$ cat config.mk
export PLATFORM = sky130hd
export DESIGN_NAME = regfile_access_ctrl
export DESIGN_NICKNAME = d
export VERILOG_FILES = /design/src/rtl/regfile_access_ctrl.sv
export SDC_FILE = /design/constraint.sdc
export NUM_CORES = 1
export LEC_CHECK = 0
export ABC_AREA = 1
export BUFFER_PORTS_ARGS = -buffer_cell sky130_fd_sc_hd__buf_2
export CAP_MARGIN = 40
export CORE_UTILIZATION = 26
export DETAILED_ROUTE_END_ITERATION = 12
export PLACE_DENSITY_LB_ADDON = 0.25
export SETUP_SLACK_MARGIN = 0.3
export SLEW_MARGIN = 20
export SYNTH_ARGS = -nofsm -noshare
export SYNTH_HDL_FRONTEND = slang
export SYNTH_SLANG_ARGS = --single-unit
$ cat constraint.sdc
create_clock -name clk -period 2.2 [get_ports clk]
set_input_delay 0.33 -clock clk [delete_from_list [all_inputs] [get_ports clk]]
set_output_delay 0.33 -clock clk [all_outputs]
set_load 0.02 [all_outputs]
$ cat src/rtl/regfile_access_ctrl.sv
// Regfile access controller: sequences operand reads and writebacks,
// forwards same-cycle writes to operand capture, issues post-reset clear.
module regfile_access_ctrl #(
    parameter int AWIDTH = 8
) (
    input  logic              clk,
    input  logic              clear,
    input  logic              op_valid,
    output logic              op_ready,
    input  logic [AWIDTH-1:0] op_rs_addr,
    input  logic [AWIDTH-1:0] op_rt_addr,
    input  logic              op_use_rs,
    input  logic              op_use_rt,
    output logic              opd_valid,
    input  logic              opd_ready,
    output logic [15:0]       opd_rs,
    output logic [15:0]       opd_rt,
    input  logic              wb_valid,
    output logic              wb_ready,
    input  logic [AWIDTH-1:0] wb_addr,
    input  logic [15:0]       wb_data,
    output logic              rf_clear,
    output logic [AWIDTH-1:0] rf_addr_rs,
    output logic              rf_req_rs,
    output logic [AWIDTH-1:0] rf_addr_rt,
    output logic              rf_req_rt,
    output logic [AWIDTH-1:0] rf_addr_rd,
    output logic              rf_req_rd,
    output logic [15:0]       rf_wdata,
    input  logic [15:0]       rf_rs,
    input  logic [15:0]       rf_rt
);

    typedef enum logic [1:0] {
        S_INIT,
        S_IDLE,
        S_READ,
        S_RESP
    } state_t;

    state_t r_state;
    state_t w_state_nxt;

    logic [AWIDTH-1:0] r_rs_addr;
    logic [AWIDTH-1:0] r_rt_addr;
    logic              r_use_rs;
    logic              r_use_rt;
    logic [15:0]       r_opd_rs;
    logic [15:0]       r_opd_rt;
    logic              r_wb_valid;
    logic [AWIDTH-1:0] r_wb_addr;
    logic [15:0]       r_wb_data;

    logic              w_op_acc;
    logic              w_wb_acc;
    logic              w_fwd_rs;
    logic              w_fwd_rt;
    logic [15:0]       w_rs_val;
    logic [15:0]       w_rt_val;

    // Next-state and handshake outputs; clear masks every request so nothing
    // is accepted or issued in a cycle that is being reset.
    always_comb begin
        w_state_nxt = r_state;
        op_ready    = 1'b0;
        wb_ready    = 1'b0;
        rf_clear    = 1'b0;
        opd_valid   = 1'b0;
        rf_req_rs   = 1'b0;
        rf_req_rt   = 1'b0;
        unique case (r_state)
            S_INIT: begin
                rf_clear    = 1'b1;
                w_state_nxt = S_IDLE;
            end
            S_IDLE: begin
                op_ready = 1'b1;
                wb_ready = 1'b1;
                if (op_valid) w_state_nxt = S_READ;
            end
            S_READ: begin
                wb_ready    = 1'b1;
                rf_req_rs   = r_use_rs;
                rf_req_rt   = r_use_rt;
                w_state_nxt = S_RESP;
            end
            S_RESP: begin
                wb_ready  = 1'b1;
                opd_valid = 1'b1;
                if (opd_ready) w_state_nxt = S_IDLE;
            end
            default: w_state_nxt = S_INIT;
        endcase
        if (clear) begin
            op_ready  = 1'b0;
            wb_ready  = 1'b0;
            rf_clear  = 1'b0;
            opd_valid = 1'b0;
            rf_req_rs = 1'b0;
            rf_req_rt = 1'b0;
        end
    end

    assign w_op_acc = op_valid & op_ready;
    assign w_wb_acc = wb_valid & wb_ready;

    // Regfile reads the pre-write value on negedge, so a write in flight
    // this cycle must be taken from the holding register instead.
    assign w_fwd_rs = r_wb_valid && (r_wb_addr == r_rs_addr);
    assign w_fwd_rt = r_wb_valid && (r_wb_addr == r_rt_addr);
    assign w_rs_val = !r_use_rs ? 16'h0000 :
                      w_fwd_rs  ? r_wb_data : rf_rs;
    assign w_rt_val = !r_use_rt ? 16'h0000 :
                      w_fwd_rt  ? r_wb_data : rf_rt;

    assign opd_rs     = r_opd_rs;
    assign opd_rt     = r_opd_rt;
    assign rf_addr_rs = r_rs_addr;
    assign rf_addr_rt = r_rt_addr;
    assign rf_addr_rd = r_wb_addr;
    assign rf_wdata   = r_wb_data;
    assign rf_req_rd  = r_wb_valid & ~clear;

    // State register
    always_ff @(posedge clk) begin
        if (clear) r_state <= S_INIT;
        else       r_state <= w_state_nxt;
    end

    // Latch the fetch request on accept
    always_ff @(posedge clk) begin
        if (clear) begin
            r_rs_addr <= '0;
            r_rt_addr <= '0;
            r_use_rs  <= 1'b0;
            r_use_rt  <= 1'b0;
        end else if (w_op_acc) begin
            r_rs_addr <= op_rs_addr;
            r_rt_addr <= op_rt_addr;
            r_use_rs  <= op_use_rs;
            r_use_rt  <= op_use_rt;
        end
    end

    // Capture operands at the end of READ; hold them through RESP
    always_ff @(posedge clk) begin
        if (clear) begin
            r_opd_rs <= '0;
            r_opd_rt <= '0;
        end else if (r_state == S_READ) begin
            r_opd_rs <= w_rs_val;
            r_opd_rt <= w_rt_val;
        end
    end

    // Writeback holding register: reloads or invalidates every edge
    always_ff @(posedge clk) begin
        if (clear) begin
            r_wb_valid <= 1'b0;
            r_wb_addr  <= '0;
            r_wb_data  <= '0;
        end else begin
            r_wb_valid <= w_wb_acc;
            if (w_wb_acc) begin
                r_wb_addr <= wb_addr;
                r_wb_data <= wb_data;
            end
        end
    end

endmodule

# Word-level counts from Yosys, hierarchy flattened
# Index checks and enable logic that the tools add are counted.
# word_totals
regBits,77
in_bits,79
# op_classes
n_eq_ne,7
n_mux,19
bitwise_logic,4
reduce_logical,5
# ops
operator,n
16-bit two-way mux,4
8-bit equality test,2
1-bit two-way mux,12
2-bit one-hot mux with 4 select lines,1
2-bit equality test (second input constant),2
2-bit two-way mux,2
2-bit inequality test (second input constant),2
1-bit bitwise AND,3
3-bit OR reduction,1
2-bit by 1-bit equality test with 1-bit output (second input constant),1
1-bit logical AND,2
2-bit zero test,1
2-bit AND reduction,1
1-bit NOT,1

# Logic depth before layout (Yosys ltp)
# logic_depth
depth_word,5
mapped_depth,11
depth_no_buf,10

# Worst setup path after synthesis
# Ideal clock, no wire load.
# synth_timing
kind,register to register
from,"register r_wb_addr[7], in the netlist rf_addr_rd[7]"
to,"register r_opd_rs[10], in the netlist opd_rs[10]"
required_time_ps,2068
arrival_ps,1393
period_less_slack_ps,1525
setup_time_ps,132
n_path_buf,1
path_stages_with_launch,9
path_slack_ps,675
path_cell_list,dfxtp_1 -> inv_1 -> a21oi_2 -> nand3_1 -> nor2_4 -> buf_4 -> nand3_1 -> nand3_1 -> a21oi_1
# synth_between
elab_chain_len,4
# synth_rtl
item,line,rtl
"start, declared",51,logic [AWIDTH-1:0] r_wb_addr;
"start signal, assigned",165,r_wb_addr <= wb_addr;
8-bit equality test,109,assign w_fwd_rs = r_wb_valid && (r_wb_addr == r_rs_addr);
1-bit logical AND,109,
16-bit two-way mux,112,w_fwd_rs ? r_wb_data : rf_rs;
16-bit two-way mux,111,assign w_rs_val = !r_use_rs ? 16'h0000 :
"end signal, assigned",151,r_opd_rs <= w_rs_val;
"end, declared",48,logic [15:0] r_opd_rs;
# Every way passes these cells.
# A chain may end at the register's enable or synchronous reset.

# Worst setup path after layout
# layout_timing
from,register r_state[0]
to,output port rf_req_rt
# layout_between
elab_chain_len,3
# layout_rtl
item,line,rtl
"start, declared",41,state_t r_state;
"start signal, assigned",127,else r_state <= w_state_nxt;
2-bit equality test,71,unique case (r_state)
1-bit two-way mux,71,
1-bit two-way mux,94,if (clear) begin
"end, declared",26,"output logic rf_req_rt,"
# Every way passes these cells.

==> summary by stage <==
Status
The flow ran to the end, and the final reports show no timing, DRC or antenna violations.

Routing
The detailed router put a total of 5500 µm of wire on met1. The highest routing layer actually used is met4. Detailed routing placed a total of 791 µm of wire on met3. The detailed-router iteration count before antenna repair is 4. The detail-routed via count per cell is 4.47. The via count of the routed design is 3,809. The remaining number of nets flagged by the antenna check after routing is 0. Dividing the detail-routed wire length by the instance count gives 14.0 µm. For this run, design rule violations remaining after detail routing come to 0. The routed wire length on met2 is 5540 µm. The initial DRC count is 265. The overall routed net length is 12,000 µm.

Power
The sequential fraction of design power is 36.6%. The internal portion of the total power is 0.00292 W. The static leakage power is 2.42 nW.

Net switching is 32.3% of the power. The power density over cell area is 869 nW/µm². The clock network is responsible for 37.9% of the overall power. The peak ir drop on the vdd network is 0.000384 V. The switching power is 0.00139 W. Total power for the finished layout comes to 0.00432 W. The combinational share of power is 25.5%.

Clock tree
The clock transition at the register clock pins on the worst setup and hold paths after CTS is 0.06 ns. The TritonCTS clock tree is built. The number of clock sinks seen by CTS is 77. The tree is rooted in a sky130_fd_sc_hd__clkbuf_16. The clock passes through at most 2 buffers. The post-cts hold buffer count is 0. The total CTS buffers is 9. The maximum level of the CTS H-tree is 3.

At the later pin of the worst-skew pair, clock insertion delay measures 0.34 ns.

Timing
The max-slew violation total from the final report is 0. The worst pin sits at a relative slew slack of 64.3%. Setup violations remaining at the end of the flow were counted as 0. At the pin with the least slew margin, the transition time is 0.536 ns. The worst clock skew on the final layout is 0.00500 ns.

Setup repair after global routing left no endpoint under its margin. The final period utilization is 77.8%. Adding up every negative setup slack in the final design gives 0 ns.

The total count of hold-check failures in the final report is 0. The timing-limited maximum frequency is 584 MHz. The clock period minus final worst setup slack is 1.71 ns.

Finish
The number of antenna diodes in the final layout is 0. In the final layout, flip-flops and latches occupy 1540 µm². From synthesis to final layout, the design area changed by 35.2%. The area of the multi-input gates is 1680 µm². The layout cell share with drive strength beyond 1 is 30.4%. With fillers left out, the area of the finished cells amounts to 4970 µm². The filler cells instantiated in the layout total 1,453.

The final cell count without fillers is 852. The final layout contains 751 nets.

Floorplan
Once the floorplan was initialized, standard cells occupied 26.6% of the core. The die span in y is 121 µm. The die footprint is 14,600 µm². The region available for standard cell placement spans 13,800 µm². The die extent in x is 121 µm.

The count of pins on the block boundary is 158. The row count is 43.

Synth
Summed over all instances, the cell type with the most area after synthesis is sky130_fd_sc_hd__dfxtp_1. After synthesis the netlist holds a flip-flop and latch count of 77. A synthesized cell averages 7.08 µm². The share of the synthesized area in the top cell type is 41.9%.

The register area share after synthesis is 41.9%. Sorting the synthesized cells by area gives the leading types as sky130_fd_sc_hd__dfxtp_1 (42%), sky130_fd_sc_hd__nand2_1 (15%), sky130_fd_sc_hd__nand3_1 (9.0%). The net count of the mapped netlist is 603. Summing every instance area after synthesis gives 3670 µm². The number of library cell types mapped by synthesis is 30. The cell count after synthesis is 519. The Yosys warning count is 0.

Place
Once placement finished, the instance area stood at 4620 µm². After legalization and detailed placement, the total HPWL measured 8930 µm. The routability congestion estimate is 0.778. The number of input and output port buffers inserted is 157. Counting tap cells, the placed design contains a total of 834 instances.

Worst setup path
The capturing element type of the critical path is an output port. The delay contributed by the slowest stage of the critical path is 0.39 ns. For the worst setup path, the data required time is 1.87 ns.

The arrival time of the worst setup path is 1.38 ns. The critical path goes through inv_1 -> ha_1 -> nand2_1 -> nor2_1 -> buf_2. The worst setup path is launched from a flop.

On the critical path, the stage with the largest delay is an instance of sky130_fd_sc_hd__dfxtp_1. Among cell families on the critical path, the largest total delay comes from flip-flops. The critical path is of the reg2out type. Along the worst path, the maximum fanout reaches 4. The number of buffer and inverter instances along the worst setup path is 2.

GRT
Entering global routing, the biggest net connects 50 pins. After global routing the overflow that remains totals 0. The first global-routing pass estimated 18,600 µm of wire. The combined global-route utilization of all metal layers is 16.8%.

The number of antenna violations at the first check in global routing was 0. The number of global-route vias before repair is 3,594.

Run
Max-cap violations in this run came to 0.

Worst hold path
The class of the tightest hold or removal check is in2reg.
==> layer usage <==
layer / GRT usage [%] / vias to the layer above
met5: 0 / -
met4: 5.63 / 0
met3: 4.56 / 11
met2: 26.9 / 117
met1: 21.6 / 1732
li1: - / 1949
==> synthesized netlist by cell type, drive strengths merged <==
cell	count
clkinv	1
and3	1
buf	17
o31ai	38
nand3	68
nor3b	1
nor2	15
a21oi	37
nand2	152
o21ai	6
nand4	2
inv	85
clkbuf	12
dfxtp	77
ha	5
o211ai	1
xor2	1
==> through the flow <==
step | utilization, % | setup slack (ns) | hold slack, ns
final | 35.9 | 0.489 | 0.185
after global routing | 35.9 | 0.356 | 0.191
after CTS | 35.7 | 0.452 | 0.174
after detailed placement | 33.4 | 0.489 | 0.452
after global placement | 33.4 | 0.488 | 0.453
after floorplan | - | 0.675 | 0.443
==> power by group through the flow <==
stage          clock network (W)  logic, W  registers [W]
2_1_floorplan                  0  0.000593        0.00171
3_3_place_gp                   0   0.00106        0.00160
3_5_place_dp                   0   0.00106        0.00161
4_1_cts                  0.00167   0.00106        0.00158
5_1_grt                  0.00174   0.00122        0.00159
6_report                 0.00164   0.00110        0.00158
==> cell usage in the layout, fill, tap and decap left out, types with 2 or more instances in the layout <==
| master | count |
|---|---|
| sky130_fd_sc_hd__nor2_4 | 2 |
| sky130_fd_sc_hd__dfxtp_1 | 77 |
| sky130_fd_sc_hd__nand2_1 | 151 |
| sky130_fd_sc_hd__a21oi_4 | 2 |
| sky130_fd_sc_hd__buf_12 | 2 |
| sky130_fd_sc_hd__ha_1 | 5 |
| sky130_fd_sc_hd__bufinv_16 | 2 |
| sky130_fd_sc_hd__inv_1 | 74 |
| sky130_fd_sc_hd__clkbuf_8 | 2 |
| sky130_fd_sc_hd__clkbuf_16 | 9 |
| sky130_fd_sc_hd__inv_2 | 11 |
| sky130_fd_sc_hd__clkinv_2 | 2 |
| sky130_fd_sc_hd__buf_2 | 157 |
| sky130_fd_sc_hd__nor2_1 | 11 |
| sky130_fd_sc_hd__o21ai_0 | 6 |
| sky130_fd_sc_hd__o31ai_1 | 38 |
| sky130_fd_sc_hd__a21oi_1 | 34 |
| sky130_fd_sc_hd__nand3_1 | 66 |
| sky130_fd_sc_hd__buf_4 | 7 |
==> tightest hold or removal path, stage by stage <==
cell                      delay [ns]
sky130_fd_sc_hd__buf_2          0.07
sky130_fd_sc_hd__nand2_1        0.04
sky130_fd_sc_hd__o31ai_1        0.05
==> flip-flops by register name (all words and copies together) (netlist names) <==
register / flops
opd_rs: 16
rf_addr_rd: 8
rf_wdata: 16
rf_addr_rt: 8
r_wb_valid: 1
r_use_rs: 1
r_use_rt: 1
opd_rt: 16
rf_addr_rs: 8
r_state: 2
==> layout make-up <==
class                   count  area share [%]
inverters                  86            6.50
well taps                 180            4.53
clock buffers              12            5.16
repair buffers            166            17.7
flip-flops and latches     77            31.0
clock inverters             4            1.41
multi-input cells         327            33.7
==> what timing repair did <==
item                       in CTS  in global routing
hold endpoints to repair        0                  0
setup endpoints to repair       0                  3
resized for setup               0                  0
setup buffers                   0                  2
==> logic make-up (layout without fill, tap and decap cells) <==
group	after synthesis	after routing	synth area share [%]
adder cells (fa/ha/maj)	5	5	1.70
XOR/XNOR	1	1	0.238
buffers and inverters	115	268	12.6
AND/OR/NAND/NOR	239	239	28.9
flip-flops	77	77	41.9
AO/OA/AOI/OAI	82	82	14.5
==> final timing paths <==
| kind | slack (ns) | start | end | cells past startpoint |
|---|---|---|---|---|
| max | 0.49 | r_state[0]$_SDFFE_PP0P_ | rf_req_rt | 5 |
| min | 0.19 | wb_data[14] | rf_wdata[14]$_SDFFE_PP0P_ | 3 |
| max reg2reg | 0.59 | rf_addr_rd[4]$_SDFFE_PP0P_ | opd_rs[5]$_SDFFE_PP0N_ | 7 |
| min reg2reg | 0.46 | opd_rt[5]$_SDFFE_PP0N_ | opd_rt[5]$_SDFFE_PP0N_ | 2 |
No activity file was read; power rests on OpenSTA's default activity.
